===== config.mk =====
export PLATFORM = sky130hd
export DESIGN_NAME = rad_cdc_sync_filt
export DESIGN_NICKNAME = d
export VERILOG_FILES = /design/src/rtl/rad_cdc_sync_filt_pkg.sv /design/src/rtl/rad_cdc_sync_filt_ch.sv /design/src/rtl/rad_cdc_sync_filt.sv
export SDC_FILE = /design/constraint.sdc
export NUM_CORES = 1
export LEC_CHECK = 0
export BUFFER_PORTS_ARGS = -buffer_cell sky130_fd_sc_hd__buf_4
export CAP_MARGIN = 15
export CORE_AREA = 2 2 39 41
export DETAILED_ROUTE_END_ITERATION = 8
export DIE_AREA = 0 0 41 43
export GPL_ROUTABILITY_DRIVEN = 0
export SLEW_MARGIN = 20
export SYNTH_ARGS = -nofsm -noshare
export SYNTH_HDL_FRONTEND = slang
export SYNTH_SLANG_ARGS = --single-unit

===== constraint.sdc =====
create_clock -name clk -period 2.5 [get_ports clk]
set_clock_uncertainty 0.15 [all_clocks]
set_input_delay 0.25 -clock clk [delete_from_list [all_inputs] [get_ports clk]]
set_output_delay 0.25 -clock clk [all_outputs]
set_load 0.05 [all_outputs]

===== src/rtl/rad_cdc_sync_filt_pkg.sv =====
// Shared types and helpers for the rad_cdc_sync_filt synchronizer/glitch filter.
package rad_cdc_sync_filt_pkg;

  typedef enum logic {
    FILT_STABLE = 1'b0,
    FILT_QUAL   = 1'b1
  } filt_state_e;

  // Counter must hold 0..FILT_CYCLES inclusive.
  function automatic int cnt_width(input int filt_cycles);
    return $clog2(filt_cycles + 1);
  endfunction

endpackage


===== src/rtl/rad_cdc_sync_filt_ch.sv =====
// One channel: STAGES-deep synchronizer, FILT_CYCLES debounce FSM, and edge pulses.
module rad_cdc_sync_filt_ch
  import rad_cdc_sync_filt_pkg::*;
#(
  parameter int   STAGES      = 2,
  parameter int   FILT_CYCLES = 4,
  parameter logic RESET_VAL   = 1'b0
) (
  input  logic clk,
  input  logic rst,
  input  logic async_i,
  output logic sync_o,
  output logic rise_o,
  output logic fall_o,
  output logic glitch_o
);

  localparam int CW = cnt_width(FILT_CYCLES);
  localparam logic [CW-1:0] CNT_LAST = CW'(FILT_CYCLES - 1);

  (* ASYNC_REG = "true" *) logic [STAGES-1:0] shreg_q;
  logic [STAGES-1:0] shreg_d;
  logic              raw;

  filt_state_e   state_q, state_d;
  logic [CW-1:0] cnt_q, cnt_d;
  logic          sync_q, sync_d;
  logic          rise_q, rise_d;
  logic          fall_q, fall_d;
  logic          accept;

  always_comb begin
    shreg_d = {shreg_q[STAGES-2:0], async_i};
`ifdef SIMULATE_METASTABILITY
    // A capturing flop may resolve either way while its input is changing.
    if (async_i != shreg_q[0]) shreg_d[0] = 1'($urandom);
`endif
  end

  assign raw = shreg_q[STAGES-1];

  // NOTE: every combinational output gets a default first so no path leaves
  // it unassigned; an unassigned path would infer a latch.
  always_comb begin
    state_d  = state_q;
    cnt_d    = cnt_q;
    sync_d   = sync_q;
    rise_d   = 1'b0;
    fall_d   = 1'b0;
    glitch_o = 1'b0;
    accept   = 1'b0;
    unique case (state_q)
      FILT_STABLE: begin
        if (raw != sync_q) begin
          if (FILT_CYCLES == 1) begin
            accept = 1'b1;
          end else begin
            state_d = FILT_QUAL;
            cnt_d   = CW'(1);
          end
        end
      end
      FILT_QUAL: begin
        if (raw == sync_q) begin
          glitch_o = 1'b1;
          state_d  = FILT_STABLE;
          cnt_d    = '0;
        end else if (cnt_q == CNT_LAST) begin
          accept  = 1'b1;
          state_d = FILT_STABLE;
          cnt_d   = '0;
        end else begin
          cnt_d = cnt_q + CW'(1);
        end
      end
      default: begin
        state_d = FILT_STABLE;
        cnt_d   = '0;
      end
    endcase
    if (accept) begin
      sync_d = raw;
      rise_d = raw;
      fall_d = ~raw;
    end
  end

  // NOTE: state is updated with non-blocking assignments so every flop samples
  // pre-edge values; the reset value doubles as the "no edge" reference for
  // the filter, which is why it must match RESET_VAL.
  always_ff @(posedge clk or posedge rst) begin
    if (rst) begin
      shreg_q <= {STAGES{RESET_VAL}};
      state_q <= FILT_STABLE;
      cnt_q   <= '0;
      sync_q  <= RESET_VAL;
      rise_q  <= 1'b0;
      fall_q  <= 1'b0;
    end else begin
      shreg_q <= shreg_d;
      state_q <= state_d;
      cnt_q   <= cnt_d;
      sync_q  <= sync_d;
      rise_q  <= rise_d;
      fall_q  <= fall_d;
    end
  end

  assign sync_o = sync_q;
  assign rise_o = rise_q;
  assign fall_o = fall_q;

endmodule


===== src/rtl/rad_cdc_sync_filt.sv =====
// Multi-channel async-input synchronizer with glitch filter and edge detect.
// Define RAD_CDC_SYNC_FILT_GLITCH_CNT_EN to add the saturating glitch counter.
module rad_cdc_sync_filt
  import rad_cdc_sync_filt_pkg::*;
#(
  parameter int               WIDTH       = 1,
  parameter int               STAGES      = 2,
  parameter int               FILT_CYCLES = 4,
  parameter logic [WIDTH-1:0] RESET_VAL   = '0
`ifdef RAD_CDC_SYNC_FILT_GLITCH_CNT_EN
  , parameter int             GLITCH_CNT_W = 8
`endif
) (
  input  logic             clk,
  input  logic             rst,
  input  logic [WIDTH-1:0] async_i,
  output logic [WIDTH-1:0] sync_o,
  output logic [WIDTH-1:0] rise_o,
  output logic [WIDTH-1:0] fall_o
`ifdef RAD_CDC_SYNC_FILT_GLITCH_CNT_EN
  , output logic [GLITCH_CNT_W-1:0] glitch_cnt_o,
  input  logic                    glitch_clr_i
`endif
);

  if (WIDTH < 1)       begin : g_bad_width  $error("WIDTH must be >= 1");       end
  if (STAGES < 2)      begin : g_bad_stages $error("STAGES must be >= 2");      end
  if (FILT_CYCLES < 1) begin : g_bad_filt   $error("FILT_CYCLES must be >= 1"); end

  logic [WIDTH-1:0] glitch_w;

  for (genvar i = 0; i < WIDTH; i++) begin : g_ch
    rad_cdc_sync_filt_ch #(
      .STAGES      (STAGES),
      .FILT_CYCLES (FILT_CYCLES),
      .RESET_VAL   (RESET_VAL[i])
    ) u_ch (
      .clk      (clk),
      .rst      (rst),
      .async_i  (async_i[i]),
      .sync_o   (sync_o[i]),
      .rise_o   (rise_o[i]),
      .fall_o   (fall_o[i]),
      .glitch_o (glitch_w[i])
    );
  end

`ifdef RAD_CDC_SYNC_FILT_GLITCH_CNT_EN
  localparam int PW = $clog2(WIDTH + 1);
  localparam int SW = GLITCH_CNT_W + PW;

  logic [PW-1:0]           pop;
  logic [SW-1:0]           sum;
  logic [GLITCH_CNT_W-1:0] glitch_cnt_q, glitch_cnt_d;

  always_comb begin
    pop = '0;
    for (int i = 0; i < WIDTH; i++) pop = pop + PW'(glitch_w[i]);
    sum = SW'(glitch_cnt_q) + SW'(pop);
    // Clear wins; events arriving in the clearing cycle are dropped.
    if (glitch_clr_i)                     glitch_cnt_d = '0;
    else if (sum[SW-1:GLITCH_CNT_W] != '0) glitch_cnt_d = '1;
    else                                  glitch_cnt_d = sum[GLITCH_CNT_W-1:0];
  end

  always_ff @(posedge clk or posedge rst) begin
    if (rst) glitch_cnt_q <= '0;
    else     glitch_cnt_q <= glitch_cnt_d;
  end

  assign glitch_cnt_o = glitch_cnt_q;
`else
  logic unused_glitch;
  assign unused_glitch = ^glitch_w;
`endif

endmodule


* Word-level counts from Yosys, hierarchy flattened *
Cells that the tools add are included.

operators by class
  bitwise gates (word level) = 2
  eq/ne operators = 4
  mux-type cells = 13
  add/sub/neg operators = 1

operators by type and width
  cell                 count
  $mux 3               3
  $mux 1               8
  $pmux 3 s2           1
  $add 3x1->3 const B  1
  $eq 3x2->1 const B   1
  $ne 2x1->1 const B   1
  $not 1->1            2
  $pmux 1 s2           1
  $eq 1x1->1           1
  $ne 1x1->1           1

storage, ports and cells
  output and inout port bits = 3
  word-level logic and storage cells = 26
  input port bits = 3
  bits in registers = 9

* Depth between registers and ports, before layout *
Gate-level depths: netlist of run 1.

  word-level depth = 5
  mapped depth = 4
  mapped depth without buffers = 4

* Least setup slack after synthesis of run 1 *
OpenSTA, ideal clock, no wires.

  path type = register to register
  start point = reg g_ch[0].u_ch.sync_q
  end point = reg g_ch[0].u_ch.cnt_q[2]
  data required time = 2.231 ns
  buffers on the path = 0
  stages on the path, launching flop included = 4
  arrival time = 1.216 ns
  setup slack = 1.016 ns
  library setup time = 0.119 ns
  period minus slack after synthesis = 1.484 ns
  path through = dfrtp_1 xor2_2 and3b_1 o21a_1

between the ends
  longest elaborated chain between the ends = 3
  elaborated cells between the ends (all ways) = 5
  those cells by class = 3 x eq/ne; 2 x mux

ends and longest elaborated chain
  element                   line                         source
  start: declaration        rad_cdc_sync_filt_ch.sv:27   logic sync_q, sync_d;
  start signal: assignment  rad_cdc_sync_filt_ch.sv:103  sync_q <= sync_d;
  $eq 1x1->1                rad_cdc_sync_filt_ch.sv:64   if (raw == sync_q) begin
  $mux 3                    rad_cdc_sync_filt_ch.sv:64
  $pmux 3 s2                rad_cdc_sync_filt_ch.sv:52   unique case (state_q)
  end signal: assignment    rad_cdc_sync_filt_ch.sv:102  cnt_q <= cnt_d;
  end: declaration          rad_cdc_sync_filt_ch.sv:26   logic [CW-1:0] cnt_q, cnt_d;

Several ways; a longest one is shown, not always the timed one.
A chain may end at the register's enable or synchronous reset.

* Final worst setup path of run 1 *
  start point = reg g_ch[0].u_ch.cnt_q[0]
  end point = reg g_ch[0].u_ch.sync_q

between the ends
  longest elaborated chain between the ends = 4

ends and longest elaborated chain
  element     line                        source
  $eq 3x2->1  rad_cdc_sync_filt_ch.sv:68  end else if (cnt_q == CNT_LAST) begin
  $mux 1      rad_cdc_sync_filt_ch.sv:68
  $mux 1      rad_cdc_sync_filt_ch.sv:64
  $mux 1      rad_cdc_sync_filt_ch.sv:52

Every way passes these cells.

==> run metrics, run 1 <==
Synth Area in Simple Gates=roughly 17%; # clock sinks=9; post-synthesis sequential area ratio=63.6%; hold crit path type=reg2reg; worst-margin pin slew=~0.33 ns; hold violation count in the final report=0; Initial Util=between 20% and 30%; Chip Width=41 um; Worst-path clk slew=0.06 ns; global route overflow=0; post-synthesis xor/xnor area fraction=4.59%; CP startpoint kind=register; IO buf count=5; CTS buffer count=3; CTS tree=built; Syn Inst Count=26; share of cells above drive strength 1=29.7%; NumNets Final=42; final setup fails=0; CP max stage cell=dfrtp_1; die area=1760 sq um; P_leak=0.213 nW; Adder-Cell Fraction of Synth Area=3.53%; status=finished clean; Critical path buffers and inverters=0; vias=215; ys async rst share=100%; number of synthesized flops with an enable pin=0; CP top delay family=flip-flops; GRT Total Usage=7.97%; drt first pass iters=4; htree depth=1; Compound-Gate Fraction of Synth Area=7.07%; Max clock buf depth=2; Synth warnings=0; CP max FO=4; synthesized flop and latch total=9; critical path type=reg2reg; total setup buffers inserted after CTS=0; Distinct cells, synth=15; Critical Path, Cell by Cell=ha_1 > nor2b_1 > nand2_1 > mux2_2; mapped cell area=354 sq um; Antenna Cells=0; largest net degree at the start of global routing=10; drt wl/cell=9.28 um; first-pass GRT wire length=952 um; worst endpoint required time=between 2 and 2.5 ns; vias in the first global route=243; top_reg_cell synth=dfrtp_1; Core Region=1380 sq um; RSZ-0062 raised after global routing=no; peak supply drop=0.412 mV; I/O Pins=6; FMAX=roughly 0.67 GHz; Rel. slew slack=78.2%; syn_area_per_cell=13.6 sq um; Critical Path End Type=register; Cell Rows=14; Die Y=43 um; P&R area growth vs syn=29.3%; min setup slack post-route=1.01 ns; root buf cell=clkbuf_4; setup tns final=0 ns; Pwr Density=~1000 nW/um^2; Iter 0 DRT Violations=1; critical path arrival=1.47 ns; max-cap viol count=0; CP max stage delay=0.39 ns; Setup WS pre-CTS=around 1.0 ns; mux contribution to synthesized area=3.18%; initial antenna violation count=0; aggregate routed wire length=492 um; DR vias/cell=~4.1; DRC=0; worst skew pair latency=0.24 ns; Tmin final=between 1 and 1.5 ns; Slew Viols, Final=0; number of nets still failing antenna checks after routing=0; largest family of logic cells by synthesized area=simple AND/OR/NAND/NOR gates; final period utilization=59.6%; Mapped Nets=30
## through the flow
step	power, W	hold slack (ns)	cells	util [%]	instance area (sq um)
after global placement	0.000358	0.0694	47	29.7	412
final	0.000468	0.201	53	33.1	458
after floorplan	0.000327	-0.0721	26	-	354
after global routing	0.000505	0.216	53	33.1	458
after detailed placement	0.000368	0.0828	47	29.7	412
after CTS	0.000476	0.203	53	33.1	458
## kinds of logic after synthesis
| logic type | Yosys count |
|---|---|
| xor+xnor | 1 |
| buf+inv | 1 |
| compound gates | 4 |
| mux | 1 |
| fa+ha+maj | 1 |
| simple gates | 9 |
| flops | 9 |
## power by group
part	total, W	internal [W]	switching [W]	leakage (nW)
Clock	0.000102	0.0000609	0.0000413	0.0150
Combinational	0.000152	0.0000695	0.0000822	0.0844
Sequential	0.000214	0.000179	0.0000350	0.114
## placed cells by master, fill, tap and decap left out, types with 2 or more instances in the layout
cell type and instances:
clkbuf_4 3, nor3b_1 2, dfrtp_1 9, dlygate4sd3_1 2, buf_4 5, o21ai_0 2
o21a_1 2
## repair_timing
| action | 4_1_cts | 5_1_grt |
|---|---|---|
| hold buffers | 2 | 0 |
| hold endpoints to repair | 10 | 0 |
| gates resized for setup | 0 | 0 |
## area by class of cell
type	instances	area, sq um
Multi-Input combinational cell	16	125
Inverter	1	3.75
Timing Repair Buffer	7	57.6
Tap cell	16	20.0
Clock buffer	4	26.3
Fill cell	139	926
Sequential cell	9	225
## routing by layer
metal | part of all wire (%) | routed length [um] | GRT usage [%]
met2 | 47 | 230 | 10.6
met1 | 48 | 238 | 11.9
met4 | 0 | 0 | 4.00
met3 | 4.7 | 23 | 1.57
met5 | 0 | 0 | 0
## worst paths after layout
check	to	slack [ns]	start	cells past startpoint
min in group asynchronous	g_ch[0].u_ch.rise_o$_DFF_PP0_	0.36	rst	3
max in group asynchronous	g_ch[0].u_ch.cnt_q[1]$_DFFE_PP0P_	1.60	rst	3
worst max-delay path	g_ch[0].u_ch.sync_o$_DFFE_PP0P_	1.01	g_ch[0].u_ch.cnt_q[0]$_DFFE_PP0P_	4
worst min-delay path	g_ch[0].u_ch.shreg_q[1]$_DFF_PP0_	0.20	g_ch[0].u_ch.shreg_q[0]$_DFF_PP0_	0
worst max register to register	g_ch[0].u_ch.sync_o$_DFFE_PP0P_	1.01	g_ch[0].u_ch.cnt_q[0]$_DFFE_PP0P_	4
worst min register to register	g_ch[0].u_ch.shreg_q[1]$_DFF_PP0_	0.20	g_ch[0].u_ch.shreg_q[0]$_DFF_PP0_	0
## flip-flops by register name, indices dropped and copies added, names as in the netlist
register,flops
g_ch.u_ch.cnt_q,3
g_ch.u_ch.fall_o,1
g_ch.u_ch.rise_o,1
g_ch.u_ch.shreg_q,2
g_ch.u_ch.state_q,1
g_ch.u_ch.sync_o,1
## Yosys cell counts, types with 2 or more instances
library cell  count  area, sq um
nor3b_1           2         15.0
dfrtp_1           9          225
o21a_1            2         15.0
o21ai_0           2         10.0
No activity file was read; power rests on OpenSTA's default activity.
==> run 2: changes to the inputs <==
- clock period: 2.5 -> 1.3 ns (I/O delays scaled with it)
==> run metrics, run 2 (synthesis results as in run 1) <==
status=complete, but fails checks; failing checks=negative setup slack; Reg2Reg Depth=4; Tmin final=about 1.3 ns; hold depth=0; DRC=0; hold crit path type=reg2reg; metal1 wirelength=266 um; vias=245; die area=between 1500 and 2000 sq um; critical path arrival=~1.3 ns; largest net degree at the start of global routing=10; Largest Register=g_ch.u_ch.cnt_q; internal reg-to-reg setup slack=-0.04 ns; drt wl/cell=11.6 um; WL met2=368 um; IO buf count=5; aggregate routed wire length=659 um; Critical Path, Cell by Cell=ha_2 > nor2b_4 > nand2_4 > mux2_4; drt first pass iters=3; P&R area growth vs syn=53.4%; FF-to-FF Start=g_ch[0].u_ch.cnt_q[1]$_DFFE_PP0P_; Core Region=around 1400 sq um; share of cells above drive strength 1=between 50% and 60%; worst endpoint required time=around 1.3 ns; FMAX=0.744 GHz; Worst-path clk slew=around 0.050 ns; CP startpoint kind=register; top layer in use=met3; worst skew pair latency=~0.25 ns; global route overflow=0; final period utilization=103%; Max clock buf depth=2; peak supply drop=1.18 mV; RSZ-0062 raised after global routing=yes; hold violation count in the final report=0; DR vias/cell=about 4.3; Crit Reg-Reg Endpoint=g_ch[0].u_ch.sync_o$_DFFE_PP0P_; Antenna Cells=0; Hold Path End=g_ch[0].u_ch.shreg_q[1]$_DFF_PP0_; Initial Util=25.6%; commonest non-fill, non-tap cell in the layout=buf_4; Slew Viols, Final=0; max-cap viol count=0; vias in the first global route=273; Chip Width=41 um; Cell Rows=14; GRT Total Usage=11.3%; number of nets still failing antenna checks after routing=0; CP max stage delay=0.35 ns; most frequent cells in the layout=8 x buf_4, 7 x dfrtp_1, 3 x clkbuf_4; max reg flops=3; final cell count without fillers=57; Rel. slew slack=78.0%; NumNets Final=46; first-pass GRT wire length=roughly 1200 um; Iter 0 DRT Violations=5; CTS buffer count=3; root buf cell=clkbuf_4; Hold Startpoint=g_ch[0].u_ch.shreg_q[0]$_DFF_PP0_; CP max FO=3; CTS tree=built; Critical path buffers and inverters=0; CP top delay family=flip-flops; worst-margin pin slew=0.330 ns; I/O Pins=6; routed wl met3=24 um; largest registers=g_ch.u_ch.cnt_q: 3 flops, g_ch.u_ch.shreg_q: 2 flops; htree depth=1; critical path type=reg2reg; setup tns final=-0.0694 ns; final setup fails=2; CP max stage cell=dfrtp_1; P_leak=0.254 nW; # clock sinks=9; Die Y=43 um; min setup slack post-route=-0.0443 ns; Cells after DPL=49; initial antenna violation count=0; Critical Path End Type=register; Pwr Density=between 1500 and 2000 nW/um^2
[run 2: cell count changes in the layout (fill, tap and decap cells not counted), sizes merged]
cell	delta
buf	+4
[run 2: stage by stage]
stage	total power [W]	instance area, sq um	setup WS (ns)	hold WS [ns]	utilization, %
after CTS	0.000993	509	-0.0550	0.211	36.8
after detailed placement	0.000770	444	-0.107	-0.0335	32.1
after global placement	0.000746	444	-0.0234	-0.0469	32.1
final	0.00104	543	-0.0443	0.209	39.2
after global routing	0.00114	543	-0.115	0.219	39.2
after floorplan	0.000654	372	-0.0374	-0.192	-
[run 2: report_power, final]
group	total [W]	internal [W]	switching, W
Clock	0.000199	0.000117	0.0000819
Sequential	0.000430	0.000348	0.0000823
Combinational	0.000413	0.000220	0.000193
Total	0.00104	0.000685	0.000357
[run 2: how the worst max path moves through the flow]
stage                     cells after the start  slack, ns                         startpoint                                 to
after global routing                          4      -0.11  g_ch[0].u_ch.cnt_q[1]$_DFFE_PP0P_    g_ch[0].u_ch.sync_o$_DFFE_PP0P_
after detailed placement                      5      -0.11  g_ch[0].u_ch.cnt_q[1]$_DFFE_PP0P_      g_ch[0].u_ch.rise_o$_DFF_PP0_
after floorplan                               3      -0.04    g_ch[0].u_ch.sync_o$_DFFE_PP0P_  g_ch[0].u_ch.cnt_q[2]$_DFFE_PP0P_
after global placement                        4      -0.02  g_ch[0].u_ch.cnt_q[1]$_DFFE_PP0P_    g_ch[0].u_ch.sync_o$_DFFE_PP0P_
after CTS                                     4      -0.05  g_ch[0].u_ch.cnt_q[0]$_DFFE_PP0P_    g_ch[0].u_ch.sync_o$_DFFE_PP0P_
final                                         4      -0.04  g_ch[0].u_ch.cnt_q[1]$_DFFE_PP0P_    g_ch[0].u_ch.sync_o$_DFFE_PP0P_
[run 2: final cells by class]
cell class,instances,area [sq um]
clock buffers,4,26.3
inverters,1,3.75
repair buffers,11,91.3
well taps,16,20.0
multi-input cells,16,174
fillers,136,841
flip-flops and latches,9,228
[run 2: timing repair]
| item | 4_1_cts | 5_1_grt |
|---|---|---|
| endpoints found under the hold margin | 10 | 0 |
| hold buffers | 2 | 0 |
| setup endpoints to repair | 4 | 4 |
| pin swaps | 2 | 2 |
| gates cloned | 0 | 0 |
| buffers inserted | 1 | 1 |
| gates resized for setup | 3 | 4 |
[run 2: metal layers]
layer | GRT usage (%) | vias to the layer above
met3 | 3.14 | 0
met2 | 16.9 | 6
met4 | 8.00 | 0
met1 | 13.1 | 119
met5 | 0 | -
li1 | - | 120
